### config.mk
export PLATFORM = sky130hd
export DESIGN_NAME = ysyx_041514_mem_access
export DESIGN_NICKNAME = d
export VERILOG_FILES = /design/src/rtl/ysyx_041514_mem_access.sv
export SDC_FILE = /design/constraint.sdc
export NUM_CORES = 1
export LEC_CHECK = 0
export BUFFER_PORTS_ARGS = -buffer_cell sky130_fd_sc_hd__buf_2
export CORE_MARGIN = 2
export CORE_UTILIZATION = 35
export DETAILED_ROUTE_END_ITERATION = 6
export PLACE_DENSITY_LB_ADDON = 0.25
export SYNTH_ARGS = -nofsm -noshare
export SYNTH_HDL_FRONTEND = slang
export SYNTH_SLANG_ARGS = --single-unit
### constraint.sdc
create_clock -name clk -period 3.05 [get_ports clk]
set_clock_uncertainty 0.05 [all_clocks]
set_input_delay 0.4575 -clock clk [delete_from_list [all_inputs] [get_ports clk]]
set_output_delay 0.4575 -clock clk [all_outputs]
set_load 0.02 [all_outputs]
### src/rtl/ysyx_041514_mem_access.sv
// rtl/ysyx_041514_mem_access.sv - MEM stage load/store unit on a single-outstanding dmem req/rsp bus
// Optional: YSYX_041514_MISALIGN_TRAP_EN flags misaligned accesses instead of aligning them down.
module ysyx_041514_mem_access #(
    parameter int XLEN      = 64,
    parameter int MEMOP_LEN = 4
) (
    input  logic                 clk,
    input  logic                 rst,
    input  logic                 flush_i,
    input  logic                 stall_i,
    input  logic [MEMOP_LEN-1:0] mem_op_i,
    input  logic [XLEN-1:0]      alu_data_i,
    input  logic [XLEN-1:0]      rs2_data_i,
    output logic                 dmem_req_valid_o,
    input  logic                 dmem_req_ready_i,
    output logic [XLEN-1:0]      dmem_req_addr_o,
    output logic                 dmem_req_wen_o,
    output logic [1:0]           dmem_req_size_o,
    output logic [63:0]          dmem_req_wdata_o,
    output logic [7:0]           dmem_req_wstrb_o,
    input  logic                 dmem_rsp_valid_i,
    input  logic [63:0]          dmem_rsp_rdata_i,
    output logic [XLEN-1:0]      result_o,
    output logic                 stall_req_o,
    output logic                 misalign_o
);

    localparam logic [MEMOP_LEN-1:0] OP_LB  = MEMOP_LEN'(1);
    localparam logic [MEMOP_LEN-1:0] OP_LH  = MEMOP_LEN'(2);
    localparam logic [MEMOP_LEN-1:0] OP_LW  = MEMOP_LEN'(3);
    localparam logic [MEMOP_LEN-1:0] OP_LD  = MEMOP_LEN'(4);
    localparam logic [MEMOP_LEN-1:0] OP_LBU = MEMOP_LEN'(5);
    localparam logic [MEMOP_LEN-1:0] OP_LHU = MEMOP_LEN'(6);
    localparam logic [MEMOP_LEN-1:0] OP_LWU = MEMOP_LEN'(7);
    localparam logic [MEMOP_LEN-1:0] OP_SB  = MEMOP_LEN'(8);
    localparam logic [MEMOP_LEN-1:0] OP_SH  = MEMOP_LEN'(9);
    localparam logic [MEMOP_LEN-1:0] OP_SW  = MEMOP_LEN'(10);
    localparam logic [MEMOP_LEN-1:0] OP_SD  = MEMOP_LEN'(11);

    typedef enum logic [1:0] {
        S_IDLE,
        S_REQ,
        S_WAIT,
        S_DONE
    } state_t;

    state_t                 state_q, state_d;
    logic [XLEN-1:0]        addr_q;
    logic [1:0]             size_q;
    logic                   wen_q;
    logic [63:0]            wdata_q;
    logic [7:0]             wstrb_q;
    logic [MEMOP_LEN-1:0]   op_q;
    logic                   kill_q, kill_d;
    logic [XLEN-1:0]        buf_q;

    logic                   dec_mem;
    logic                   dec_store;
    logic [1:0]             dec_size;
    logic [2:0]             size_mask;
    logic [XLEN-1:0]        req_addr_d;
    logic [63:0]            wdata_d;
    logic [7:0]             wstrb_d;
    logic [63:0]            lane_word;
    logic [XLEN-1:0]        load_data;
    logic                   latch;
    logic                   capture;
    logic                   stall_req;
    logic                   misalign;

    always_comb begin
        dec_mem   = 1'b1;
        dec_store = 1'b0;
        dec_size  = 2'd0;
        case (mem_op_i)
            OP_LB, OP_LBU: dec_size = 2'd0;
            OP_LH, OP_LHU: dec_size = 2'd1;
            OP_LW, OP_LWU: dec_size = 2'd2;
            OP_LD:         dec_size = 2'd3;
            OP_SB: begin dec_store = 1'b1; dec_size = 2'd0; end
            OP_SH: begin dec_store = 1'b1; dec_size = 2'd1; end
            OP_SW: begin dec_store = 1'b1; dec_size = 2'd2; end
            OP_SD: begin dec_store = 1'b1; dec_size = 2'd3; end
            default: dec_mem = 1'b0;
        endcase
    end

    always_comb begin
        size_mask = 3'b000;
        wdata_d   = rs2_data_i[63:0];
        case (dec_size)
            2'd0: begin size_mask = 3'b000; wdata_d = {8{rs2_data_i[7:0]}};  end
            2'd1: begin size_mask = 3'b001; wdata_d = {4{rs2_data_i[15:0]}}; end
            2'd2: begin size_mask = 3'b011; wdata_d = {2{rs2_data_i[31:0]}}; end
            default: begin size_mask = 3'b111; wdata_d = rs2_data_i[63:0]; end
        endcase
    end

    // Low address bits are cleared to the access size; a no-op for aligned addresses.
    assign req_addr_d = {alu_data_i[XLEN-1:3], alu_data_i[2:0] & ~size_mask};

    always_comb begin
        wstrb_d = 8'h00;
        if (dec_store) begin
            case (dec_size)
                2'd0:    wstrb_d = 8'h01 << req_addr_d[2:0];
                2'd1:    wstrb_d = 8'h03 << req_addr_d[2:0];
                2'd2:    wstrb_d = 8'h0F << req_addr_d[2:0];
                default: wstrb_d = 8'hFF;
            endcase
        end
    end

    assign lane_word = dmem_rsp_rdata_i >> {addr_q[2:0], 3'b000};

    always_comb begin
        load_data = lane_word;
        case (op_q)
            OP_LB:   load_data = {{56{lane_word[7]}},  lane_word[7:0]};
            OP_LH:   load_data = {{48{lane_word[15]}}, lane_word[15:0]};
            OP_LW:   load_data = {{32{lane_word[31]}}, lane_word[31:0]};
            OP_LBU:  load_data = {56'd0, lane_word[7:0]};
            OP_LHU:  load_data = {48'd0, lane_word[15:0]};
            OP_LWU:  load_data = {32'd0, lane_word[31:0]};
            default: load_data = lane_word;
        endcase
    end

`ifdef YSYX_041514_MISALIGN_TRAP_EN
    logic misaligned;
    assign misaligned = |(alu_data_i[2:0] & size_mask);
`endif

    always_comb begin
        state_d   = state_q;
        kill_d    = kill_q;
        latch     = 1'b0;
        capture   = 1'b0;
        stall_req = 1'b0;
        misalign  = 1'b0;
        result_o  = buf_q;
        case (state_q)
            S_IDLE: begin
                result_o = alu_data_i;
                if (dec_mem && !flush_i) begin
`ifdef YSYX_041514_MISALIGN_TRAP_EN
                    if (misaligned) begin
                        misalign = 1'b1;
                    end else begin
                        latch     = 1'b1;
                        stall_req = 1'b1;
                        state_d   = S_REQ;
                    end
`else
                    latch     = 1'b1;
                    stall_req = 1'b1;
                    state_d   = S_REQ;
`endif
                end
            end
            S_REQ: begin
                stall_req = 1'b1;
                // An accepted request always produces a response, so a flush racing the
                // handshake still has to drain it through WAIT.
                if (dmem_req_ready_i) begin
                    state_d = S_WAIT;
                    if (flush_i) kill_d = 1'b1;
                end else if (flush_i) begin
                    state_d = S_IDLE;
                end
            end
            S_WAIT: begin
                stall_req = 1'b1;
                if (flush_i) kill_d = 1'b1;
                if (dmem_rsp_valid_i) begin
                    if (kill_q || flush_i) begin
                        kill_d  = 1'b0;
                        state_d = S_IDLE;
                    end else begin
                        capture = 1'b1;
                        state_d = S_DONE;
                    end
                end
            end
            S_DONE: begin
                if (!stall_i) state_d = S_IDLE;
            end
            default: state_d = S_IDLE;
        endcase
    end

    always_ff @(posedge clk) begin
        if (!rst) begin
            state_q <= S_IDLE;
            addr_q  <= '0;
            size_q  <= 2'd0;
            wen_q   <= 1'b0;
            wdata_q <= 64'd0;
            wstrb_q <= 8'h00;
            op_q    <= '0;
            kill_q  <= 1'b0;
            buf_q   <= '0;
        end else begin
            state_q <= state_d;
            kill_q  <= kill_d;
            if (latch) begin
                addr_q  <= req_addr_d;
                size_q  <= dec_size;
                wen_q   <= dec_store;
                wdata_q <= wdata_d;
                wstrb_q <= wstrb_d;
                op_q    <= mem_op_i;
            end
            if (capture) buf_q <= wen_q ? '0 : load_data;
        end
    end

    // Combinational outputs are masked while reset is held so nothing leaks onto the bus.
    assign dmem_req_valid_o = rst && (state_q == S_REQ);
    assign dmem_req_addr_o  = addr_q;
    assign dmem_req_wen_o   = wen_q;
    assign dmem_req_size_o  = size_q;
    assign dmem_req_wdata_o = wdata_q;
    assign dmem_req_wstrb_o = wstrb_q;
    assign stall_req_o      = rst && stall_req;
    assign misalign_o       = rst && misalign;

endmodule

* Yosys cells after proc, flatten, opt, wreduce, memory -nomap -nowiden
Index checks and enable logic that the tools add are counted.
Word-level totals: output and inout port bits 206, bits in registers 210, input bits 202, logic and storage cells 86
Cells by class: bitwise logic cells 2, reductions and logical operators 16, shift-type cells 4, equality and inequality tests 27, multiplexer cells 28
Operators with widths (number):
- $pmux W64 S6 | 1
- $pmux W64 S3 | 1
- $mux W64 | 2
- $shr A64 B6 Y64 | 1
- $eq A4 B3 Y1 const B | 7
- $pmux W8 S3 | 1
- $eq A4 B2 Y1 const B | 4
- $eq A4 B4 Y1 const B | 4
- $mux W2 | 6
- $mux W1 | 11
- $reduce_or A11 Y1 | 1
- $pmux W3 S3 | 1
- $eq A4 B1 Y1 const B | 2
- $mux W8 | 1
- $ne A2 B2 Y1 const B | 4
- $pmux W2 S4 | 1
- $shl A1 B3 Y8 const A | 1
- $shl A2 B3 Y8 const A | 1
- $shl A4 B3 Y8 const A | 1
- $eq A2 B2 Y1 const B | 3
- $pmux W2 S3 | 1
- $reduce_or A3 Y1 | 2
- $eq A2 B1 Y1 const B | 2
- $logic_not A2 Y1 | 2
- 12 further kinds | 16

* Longest topological paths before layout
Gate-level depths: netlist of run 1.
depth after elaboration 10, gate-level depth with buffers 12

* Worst setup path before layout of run 1
No wires, ideal clock.
path type input -> register, start point input mem_op_i[2], end point register wdata_q[40], in the netlist dmem_req_wdata_o[40], setup time 0.064 ns, buffers on the path 3, arrival time 2.763 ns, path slack 0.173 ns, stages on the path 11, path through buf_2 or4b_1 and3_1 inv_1 ha_1 inv_1 nor2_1 clkbuf_1 clkbuf_1 a221oi_1 nor2_1
Between the ends: elaborated cells on any way between the ends 24, classes of those cells eq/ne: 13; mux: 5; reduce/logical: 6
RTL lines:
- start, declared | RTL line 11 | input logic [MEMOP_LEN-1:0] mem_op_i,
- $eq A4 B4 Y1 (tied with other cells) | RTL line 75 | case (mem_op_i)
- $reduce_or A3 Y1 (no source line) / $reduce_or A2 Y1 (equally long branches)
- $pmux W2 S3 * | RTL line 75
- via dec_size[1] | RTL line 59 | logic [1:0] dec_size;
- $eq A2 B2 Y1 (tied with other cells) | RTL line 91 | case (dec_size)
- $pmux W64 S3 * | RTL line 91
- end signal, assigned | RTL line 210 | wdata_q <= wdata_d;
- end, declared | RTL line 51 | logic [63:0] wdata_q;
Mark *: on every way through the listed nets, which the timed path passes. The rest lies on a longest branch. A chain may end at the register's enable or synchronous reset.

* Final worst setup path of run 1
start point register state_q[0], end point output result_o[42]
Between the ends: cells in the longest elaborated chain, start to end 2
RTL lines:
- start, declared | RTL line 47 | state_t state_q, state_d;
- start signal, assigned | RTL line 204 | state_q <= state_d;
- $logic_not A2 Y1 | RTL line 142 | case (state_q)
- $mux W64 | RTL line 142
- end, declared | RTL line 23 | output logic [XLEN-1:0] result_o,
No other way between the ends.

==> impl_metrics.yaml, run 1 <==
sta:
  setup_viol: 0
  drv_slew: 0
  fmax_mhz: 367
  setup_ws_ns: 0.327
  rsz0062_at_grt: "false"
  hold_viol: 0
  period_needed_ns: 2.72
  tightestPinTransition_ns: 1.06
  finalSetupTns_ns: 0
  period_share_pct: 89.3
  slew-limit-headroom_pct: 29.6
  hold_ws_ns: 0.119
critical_path:
  cpMaxStageDelayCell: "buf_4"
  r2r_end: "buf_q[55]"
  critPathMaxStageDelay_ns: 0.42
  crit_fanout: 34
  r2r_start: "state_q[0]"
  cp_num_buf_inv: 3
  crit_family: "buffers and inverters"
  end_kind: "output port"
  cp.depth: 5
  reg2reg_depth: 7
  arrival_ns: 2.22
  critical_path.cell_chain: "inv_1 > ha_4 > buf_4 > mux2_2 > buf_2"
  path_class: "reg2out"
  start_kind: "register"
  reg2reg_slack_ns: 0.45
  required_ns: 2.54
  critPathLaunch: "state_q[0]"
logic_synthesis:
  synth_top_flop_cell: "dfxtp_1"
  synth_nets: 1586
  synthCells: 1373
  synth_edf_count: 0
  synth-seq-cells: 210
  ys_types: 66
  avgSynthCellArea_um2: 8.27
  syn_area_um2: 11400
  synth_warnings: 0
  async_flop_share_pct: 0
  ys_seq_area_share_pct: 37.0
clock_tree:
  clock_path_buffers: 3
  clock_latency_ns: 0.52
  cts-resized-gates: 0
  cts_buffers: 25
  clock_sinks: 210
  root_buffer: "clkbuf_16"
  cts_tree: "done"
  post_cts_buffers: 0
  clk_pin_slew_ns: 0.06
  ctsHoldBuffers: 0
  htreeDepth: 1
power:
  seqPwrFrac_pct: 36.2
  p_leak_nw: 6.26
  p_sw_mw: 2.91
  cellPowerDensity_nw_per_um2: 587
  comb_power_share_pct: 29.9
  p_int_mw: 5.59
  p_total_mw: 8.50
  clkPwrFrac_pct: 34.0
  irDropWorstVdd_uv: 407
  sw_frac_of_total_pct: 34.2
detailed_routing:
  first_pass_iters: 5
  drt-initial-drc-count: 911
  post-route-drc-count: 0
  vias: 11847
  post_drt_wl_per_cell_um: 20.5
  final_antenna_net_count: 0
  finalWirelength_um: 43900
  vias_per_cell: 5.52
job:
  drv_cap: 0
worst_hold_path:
  min_from: "dmem_rsp_valid_i"
  min_to: "kill_q"
  hold_path_class: "in2reg"
  hold_depth: 2
finish:
  instances_no_fill: 2147
  final_util_pct: 45.6
  drive_gt1_share_pct: 34.8
  finish.instance_area_um2: 14500
  nNetsFinal: 1933
  area_growth_pct: 27.5
run_status:
  outcome: "finished clean"
floorplanning:
  core_area_um2: 31700
  die-area_um2: 33900
  initial_core_util_pct: 35.8
  fp.dieH_um: 184
  die_x_um: 184
  row_count: 65
  ios: 408
grt:
  grt_pass1_wl_um: 65400
  grt_usage_pct: 24.6
  grt_max_degree: 71
  grt_pass1_vias: 11158
  overflow: 0
  antenna_found_initial: 10
placement:
  hpwl_um: 32600
  io_buffers: 406
  dp.cells: 2095
  dp_slack_ns: 0.0852
  placed_area_um2: 13700
  globalplace.congestion: 0.911
==> synth_stat cells (13+ instances only) <==
master / instances / area share (%)
a22oi_1: 25 / 1.7
a2bb2oi_2: 22 / 2.9
o21ai_0: 102 / 4.5
mux2_2: 74 / 7.3
a221oi_1: 31 / 2.4
nor3_1: 15 / 0.66
a21oi_1: 140 / 6.2
buf_2: 27 / 1.2
mux2i_1: 49 / 4.3
a2bb2oi_1: 13 / 1.0
clkbuf_1: 74 / 2.4
nand3_1: 42 / 1.9
dfxtp_1: 210 / 37
nor2_1: 109 / 3.6
a221o_1: 21 / 1.9
nand2_1: 239 / 7.9
==> cell type report <==
class | count | area (um^2)
Antenna cell | 9 | 22.5
Clock buffer | 38 | 714
Clock inverter | 5 | 56.3
Fill cell | 3249 | 17200
Inverter | 12 | 47.5
Multi-Input combinational cell | 1029 | 6610
Sequential cell | 210 | 4210
Tap cell | 402 | 503
Timing Repair Buffer | 442 | 2310
==> layout by cell type, fill, tap and decap left out, drive strengths merged, types with 3 or more instances in the layout <==
master and n:
a2bb2oi 35, a21oi 140, a31o 3, a22oi 25, and2 5, a311oi 4
dfxtp 210, nor2 110, clkbuf 38, inv 13, buf 442, nand2b 10
a221o 21, diode 9, nand2 239, mux2 74, ha 11, o22ai 10
nor3 15, nand3 42, a211oi 9, o21a 9, o31ai 4, or2 4
mux4 11, o311ai 3, mux2i 49, nor2b 8, and3 10, a221oi 32
o21ai 111, a31oi 5, nor3b 3
==> kinds of logic after synthesis <==
group / after synthesis / synth area share [%]
other cells: 1 / 0.0330
mux: 134 / 13.8
buf+inv: 134 / 5.19
fa+ha+maj: 11 / 1.21
compound gates: 427 / 25.6
simple gates: 456 / 17.1
flops: 210 / 37.0
==> how the worst max path moves through the flow <==
| stage | slack [ns] | end |
|---|---|---|
| after floorplan | 0.17 | dmem_req_wdata_o[40] |
| after global placement | 0.17 | dmem_req_wdata_o[34] |
| after detailed placement | 0.09 | dmem_req_wdata_o[33] |
| after CTS | 0.29 | result_o[11] |
| after global routing | 0.24 | result_o[42] |
| final | 0.33 | result_o[42] |
==> metal layers <==
| layer | routed length (um) | global-route usage, % | part of all wire (%) | vias up |
|---|---|---|---|---|
| li1 | - | - | - | 5647 |
| met1 | 18600 | 32.1 | 42 | 5568 |
| met2 | 20500 | 40.7 | 47 | 560 |
| met3 | 3630 | 5.21 | 8.3 | 70 |
| met4 | 1170 | 7.23 | 2.7 | 2 |
| met5 | 13 | 0 | 0.030 | - |
==> power groups by stage <==
stage | logic (mW) | registers [mW] | clock network (mW)
finish | 2.54 | 3.07 | 2.89
global route | 2.74 | 3.09 | 3.05
CTS | 2.54 | 3.07 | 2.94
detailed placement | 2.53 | 3.13 | 0
global placement | 2.51 | 3.13 | 0
floorplan | 1.46 | 3.32 | 0
==> sequential cells by signal, indices dropped and copies added (netlist names) <==
name and count:
buf_q 64, dmem_req_addr_o 64, dmem_req_size_o 2, dmem_req_wdata_o 64, dmem_req_wen_o 1, dmem_req_wstrb_o 8
kill_q 1, op_q 4, state_q 2
No activity file was read; power rests on OpenSTA's default activity.
==> run 2, diff against run 1 <==
Settings changed: CORE_MARGIN 2 to not set.
==> run 2 against run 1 <==
Non-clock buffer count decreased by 3; largest cell class unchanged; combinational power hardly changed; register-to-register slack about the same; sequential power about the same; critical path type unchanged.
==> impl_metrics.yaml, run 2 (synthesis results as in run 1) <==
grt:
  grt_usage_pct: 24.9
  grt_pass1_wl_um: 64900
  overflow: 0
  grt_max_degree: 104
  antenna_found_initial: 8
  grt_pass1_vias: 11267
power:
  clkPwrFrac_pct: 33.9
  p_int_mw: 5.60
  comb_power_share_pct: 29.9
  cellPowerDensity_nw_per_um2: 585
  p_sw_mw: 2.88
  p_total_mw: 8.47
  irDropWorstVdd_uv: 383
  seqPwrFrac_pct: 36.2
  p_leak_nw: 6.26
  sw_frac_of_total_pct: 33.9
worst_hold_path:
  min_to: "kill_q"
  min_from: "dmem_rsp_valid_i"
  hold_path_class: "in2reg"
  hold_depth: 2
critical_path:
  arrival_ns: 2.36
  start_kind: "register"
  end_kind: "output port"
  critical_path.cell_chain: "inv_1 > ha_4 > buf_6 > mux2_2 > buf_2"
  r2r_end: "buf_q[43]"
  r2r_start: "state_q[0]"
  cpMaxStageDelayCell: "buf_6"
  critPathMaxStageDelay_ns: 0.45
  cp_num_buf_inv: 3
  crit_fanout: 66
  crit_family: "buffers and inverters"
  reg2reg_depth: 7
  reg2reg_slack_ns: 0.46
  path_class: "reg2out"
  required_ns: 2.54
sta:
  drv_slew: 0
  setup_viol: 0
  finalSetupTns_ns: 0
  period_share_pct: 94.2
  setup_ws_ns: 0.178
  slew-limit-headroom_pct: 29.9
  tightestPinTransition_ns: 1.05
  rsz0062_at_grt: "false"
  period_needed_ns: 2.87
  fmax_mhz: 348
  hold_ws_ns: 0.114
  hold_viol: 0
finish:
  instances_no_fill: 2138
  drive_gt1_share_pct: 34.7
  area_growth_pct: 27.5
  nNetsFinal: 1930
  finish.instance_area_um2: 14500
  final_util_pct: 45.6
  final_common_cell: "buf_2"
  most-common-layout-cells: "406 x buf_2, 239 x nand2_1, 207 x dfxtp_1"
placement:
  dp.cells: 2092
  io_buffers: 406
  placed_area_um2: 13700
  dp_slack_ns: 0.127
  hpwl_um: 31900
  globalplace.congestion: 0.914
detailed_routing:
  first_pass_iters: 5
  finalWirelength_um: 42700
  post-route-drc-count: 0
  final_antenna_net_count: 0
  vias: 11712
  vias_per_cell: 5.48
  drt-initial-drc-count: 799
  post_drt_wl_per_cell_um: 20.0
floorplanning:
  initial_core_util_pct: 35.8
  row_count: 65
  ios: 408
  core_area_um2: 31700
  die-area_um2: 33200
  fp.dieH_um: 182
  die_x_um: 182
clock_tree:
  clock_sinks: 210
  clk_pin_slew_ns: 0.06
  root_buffer: "clkbuf_16"
  cts_buffers: 25
  htreeDepth: 1
  clock_path_buffers: 3
  clock_latency_ns: 0.53
  cts_tree: "done"
run_status:
  outcome: "finished clean"
job:
  drv_cap: 0
==> run 2: per-layer routing <==
| layer | wire length [um] | GRT usage [%] | up-vias |
|---|---|---|---|
| met5 | 23 | 0 | - |
| met4 | 1110 | 7.53 | 4 |
| met3 | 3160 | 4.47 | 69 |
| met2 | 20500 | 42.4 | 503 |
| met1 | 17900 | 31.9 | 5490 |
| li1 | - | - | 5646 |
==> run 2: cell type report <==
class,instances,area [um^2]
well taps,402,503
multi-input cells,1029,6610
flip-flops and latches,210,4210
fillers,3194,17200
clock buffers,33,666
repair buffers,439,2330
diodes,5,12.5
clock inverters,8,93.8
inverters,12,47.5
==> run 2: worst max path at each step <==
stage	cells past startpoint	start	slack, ns	end
after floorplan	11	mem_op_i[2]	0.17	dmem_req_wdata_o[40]
after global placement	10	mem_op_i[0]	0.21	dmem_req_wdata_o[53]
after detailed placement	10	mem_op_i[0]	0.13	dmem_req_wdata_o[48]
after CTS	5	state_q[0]	0.18	result_o[14]
after global routing	5	state_q[0]	0.1	result_o[14]
final	5	state_q[0]	0.18	result_o[24]
==> run 2: power groups by stage <==
stage	logic, mW	registers (mW)	clock network [mW]
after floorplan	1.46	3.32	0
after global placement	2.52	3.12	0
after detailed placement	2.53	3.13	0
after CTS	2.54	3.07	2.95
after global routing	2.73	3.09	3.07
final	2.53	3.07	2.87
==> run 2: what timing repair did <==
| item | in CTS | in global routing |
|---|---|---|
| gates resized for setup | 1 | 0 |
| hold buffers | 0 | 0 |
| endpoints found under the setup margin | 31 | 0 |
| setup buffers | 0 | 0 |
==> run 3, diff against run 2 <==
--- a/config.mk
+++ b/config.mk
@@ -8,4 +8,5 @@
 export BUFFER_PORTS_ARGS = -buffer_cell sky130_fd_sc_hd__buf_2
 export CORE_UTILIZATION = 35
+export CTS_BUF_LIST = sky130_fd_sc_hd__clkbuf_8
 export DETAILED_ROUTE_END_ITERATION = 6
 export PLACE_DENSITY_LB_ADDON = 0.25
==> constraint.sdc (replaced) <==
create_clock -name clk -period 3.05 [get_ports clk]
set_clock_uncertainty 0.05 [all_clocks]
set_input_delay 0 -clock clk [delete_from_list [all_inputs] [get_ports clk]]
set_output_delay 0 -clock clk [all_outputs]
set_load 0.02 [all_outputs]
==> run 3 against run 2 <==
Flip-flop and latch count did not move; cell count grew 11%; fmax is 2.7% lower; utilization grew 6.9 points; design area increased by 15%; critical path depth increased by 7; non-clock buffer count rose by 216; routed wire length increased by 8.8%; global-route usage increased by 1.9 points; via count up 10%; count of clock-buffer cells in the layout is 18 higher; combinational power is 13% higher; critical endpoint is now dmem_req_wdata_o[20].
==> impl_metrics.yaml, run 3 (synthesis results as in run 1) <==
floorplanning:
  fp.dieH_um: 182
  die_x_um: 182
  ios: 408
  row_count: 65
  die-area_um2: 33200
  initial_core_util_pct: 35.8
  core_area_um2: 31700
placement:
  io_buffers: 406
  globalplace.congestion: 0.924
  hpwl_um: 32100
  dp.cells: 2089
  placed_area_um2: 13700
clock_tree:
  cts_tree: "done"
  clock_sinks: 210
  clock_path_buffers: 3
  cts_buffers: 40
  root_buffer: "clkbuf_8"
  clk_pin_slew_ns: 0.06
  htreeDepth: 2
  clock_latency_ns: 0.56
sta:
  rsz0062_at_grt: "true"
  period_needed_ns: 2.95
  hold_viol: 0
  fmax_mhz: 339
  setup_viol: 0
  period_share_pct: 96.8
  hold_ws_ns: 0.0167
  drv_slew: 0
  tightestPinTransition_ns: 1.05
  slew-limit-headroom_pct: 30.1
critical_path:
  cpMaxStageDelayCell: "dlygate4sd3_1"
  arrival_ns: 3.35
  path_class: "in2reg"
  critPathMaxStageDelay_ns: 0.57
  start_kind: "primary input"
  crit_fanout: 14
  critical_path.cell_chain: "dlygate4sd3_1 > buf_2 > or4b_1 > and3_1 > inv_2 > ha_4 > buf_4 > nor2_2 > a221o_1 > a21oi_1 > dlygate4sd3_1 > nor2_1"
  end_kind: "register"
  required_ns: 3.44
  path_common_cell: "dlygate4sd3_1"
  cp_num_buf_inv: 5
  crit_family: "buffers and inverters"
finish:
  most-common-layout-cells: "407 x buf_2, 239 x nand2_1, 216 x dlygate4sd3_1"
  final_common_cell: "buf_2"
  finish.instance_area_um2: 16700
  area_growth_pct: 46.8
  drive_gt1_share_pct: 31.8
  final_util_pct: 52.5
  nNetsFinal: 2161
  instances_no_fill: 2379
grt:
  antenna_found_initial: 6
  grt_usage_pct: 26.8
  grt_max_degree: 67
  overflow: 0
  grt_pass1_vias: 12424
  grt_pass1_wl_um: 70000
power:
  p_total_mw: 8.66
  p_leak_nw: 7.29
  irDropWorstVdd_uv: 312
  cellPowerDensity_nw_per_um2: 520
detailed_routing:
  drt-initial-drc-count: 892
  vias: 12909
  first_pass_iters: 5
  vias_per_cell: 5.43
  finalWirelength_um: 46400
  post-route-drc-count: 0
  post_drt_wl_per_cell_um: 19.5
  final_antenna_net_count: 0
run_status:
  outcome: "finished clean"
worst_hold_path:
  hold_path_class: "in2reg"
job:
  drv_cap: 0
## run 3: changes by cell type in the layout (fill, tap and decap cells not counted), sizes merged
cell / change
dlygate4sd3: +216
clkbuf: +18
inv: +12
bufinv: -2
clkinv: -2
diode: -1
## run 3: routing by layer
metal / routed length, um / share of wire [%] / track usage [%] / vias up
met5: 23 / 0.050 / 0 / -
met4: 1560 / 3.4 / 10.5 / 4
met3: 3190 / 6.9 / 5.05 / 121
met2: 22600 / 49 / 46.1 / 595
met1: 19100 / 41 / 32.8 / 6068
li1: - / - / - / 6121
## run 3: what timing repair did
action	in CTS	in global routing
hold buffers	216	0
setup endpoints to repair	0	29
setup buffers	0	2
endpoints found under the hold margin	179	0
gates resized for setup	0	10
## run 3: power breakdown
group	total, mW	internal [mW]	switching [mW]
clock network	2.74	1.50	1.24
logic	2.86	1.20	1.66
registers	3.07	2.94	0.130
total	8.66	5.64	3.03
## run 3: area by class of cell
class,instances,area [um^2]
Antenna cell,4,10.0
Timing Repair Buffer,655,4490
Clock buffer,51,702
Clock inverter,16,75.1
Sequential cell,210,4210
Fill cell,3026,15100
Inverter,12,47.5
Multi-Input combinational cell,1029,6630
Tap cell,402,503
## run 3: worst register-to-register path, stage by stage, from the launching register on
cell,delay (ns)
dfxtp_2,0.43
buf_6,0.23
mux4_2,0.51
dlygate4sd3_1,0.57
nand2_1,0.06
o21ai_0,0.08
dlygate4sd3_1,0.58
a221o_1,0.31
## run 3: final timing paths
check | startpoint | endpoint | slack (ns) | depth (start not counted)
worst max-delay path | mem_op_i[1] | dmem_req_wdata_o[20] | 0.1 | 12
worst min-delay path | dmem_rsp_rdata_i[23] | buf_q[7] | 0.02 | 6
worst max register to register | dmem_req_addr_o[0] | buf_q[8] | 0.14 | 7
worst min register to register | dmem_req_wdata_o[7] | dmem_req_wdata_o[7] | 0.40 | 2
## run 3: metrics by stage
step	worst slack (ns)	setup TNS, ns
final	0.0982	0
after global routing	-0.0180	-0.115
after CTS	0.00123	0
after detailed placement	0.422	0
after global placement	0.505	0
after floorplan	0.630	0
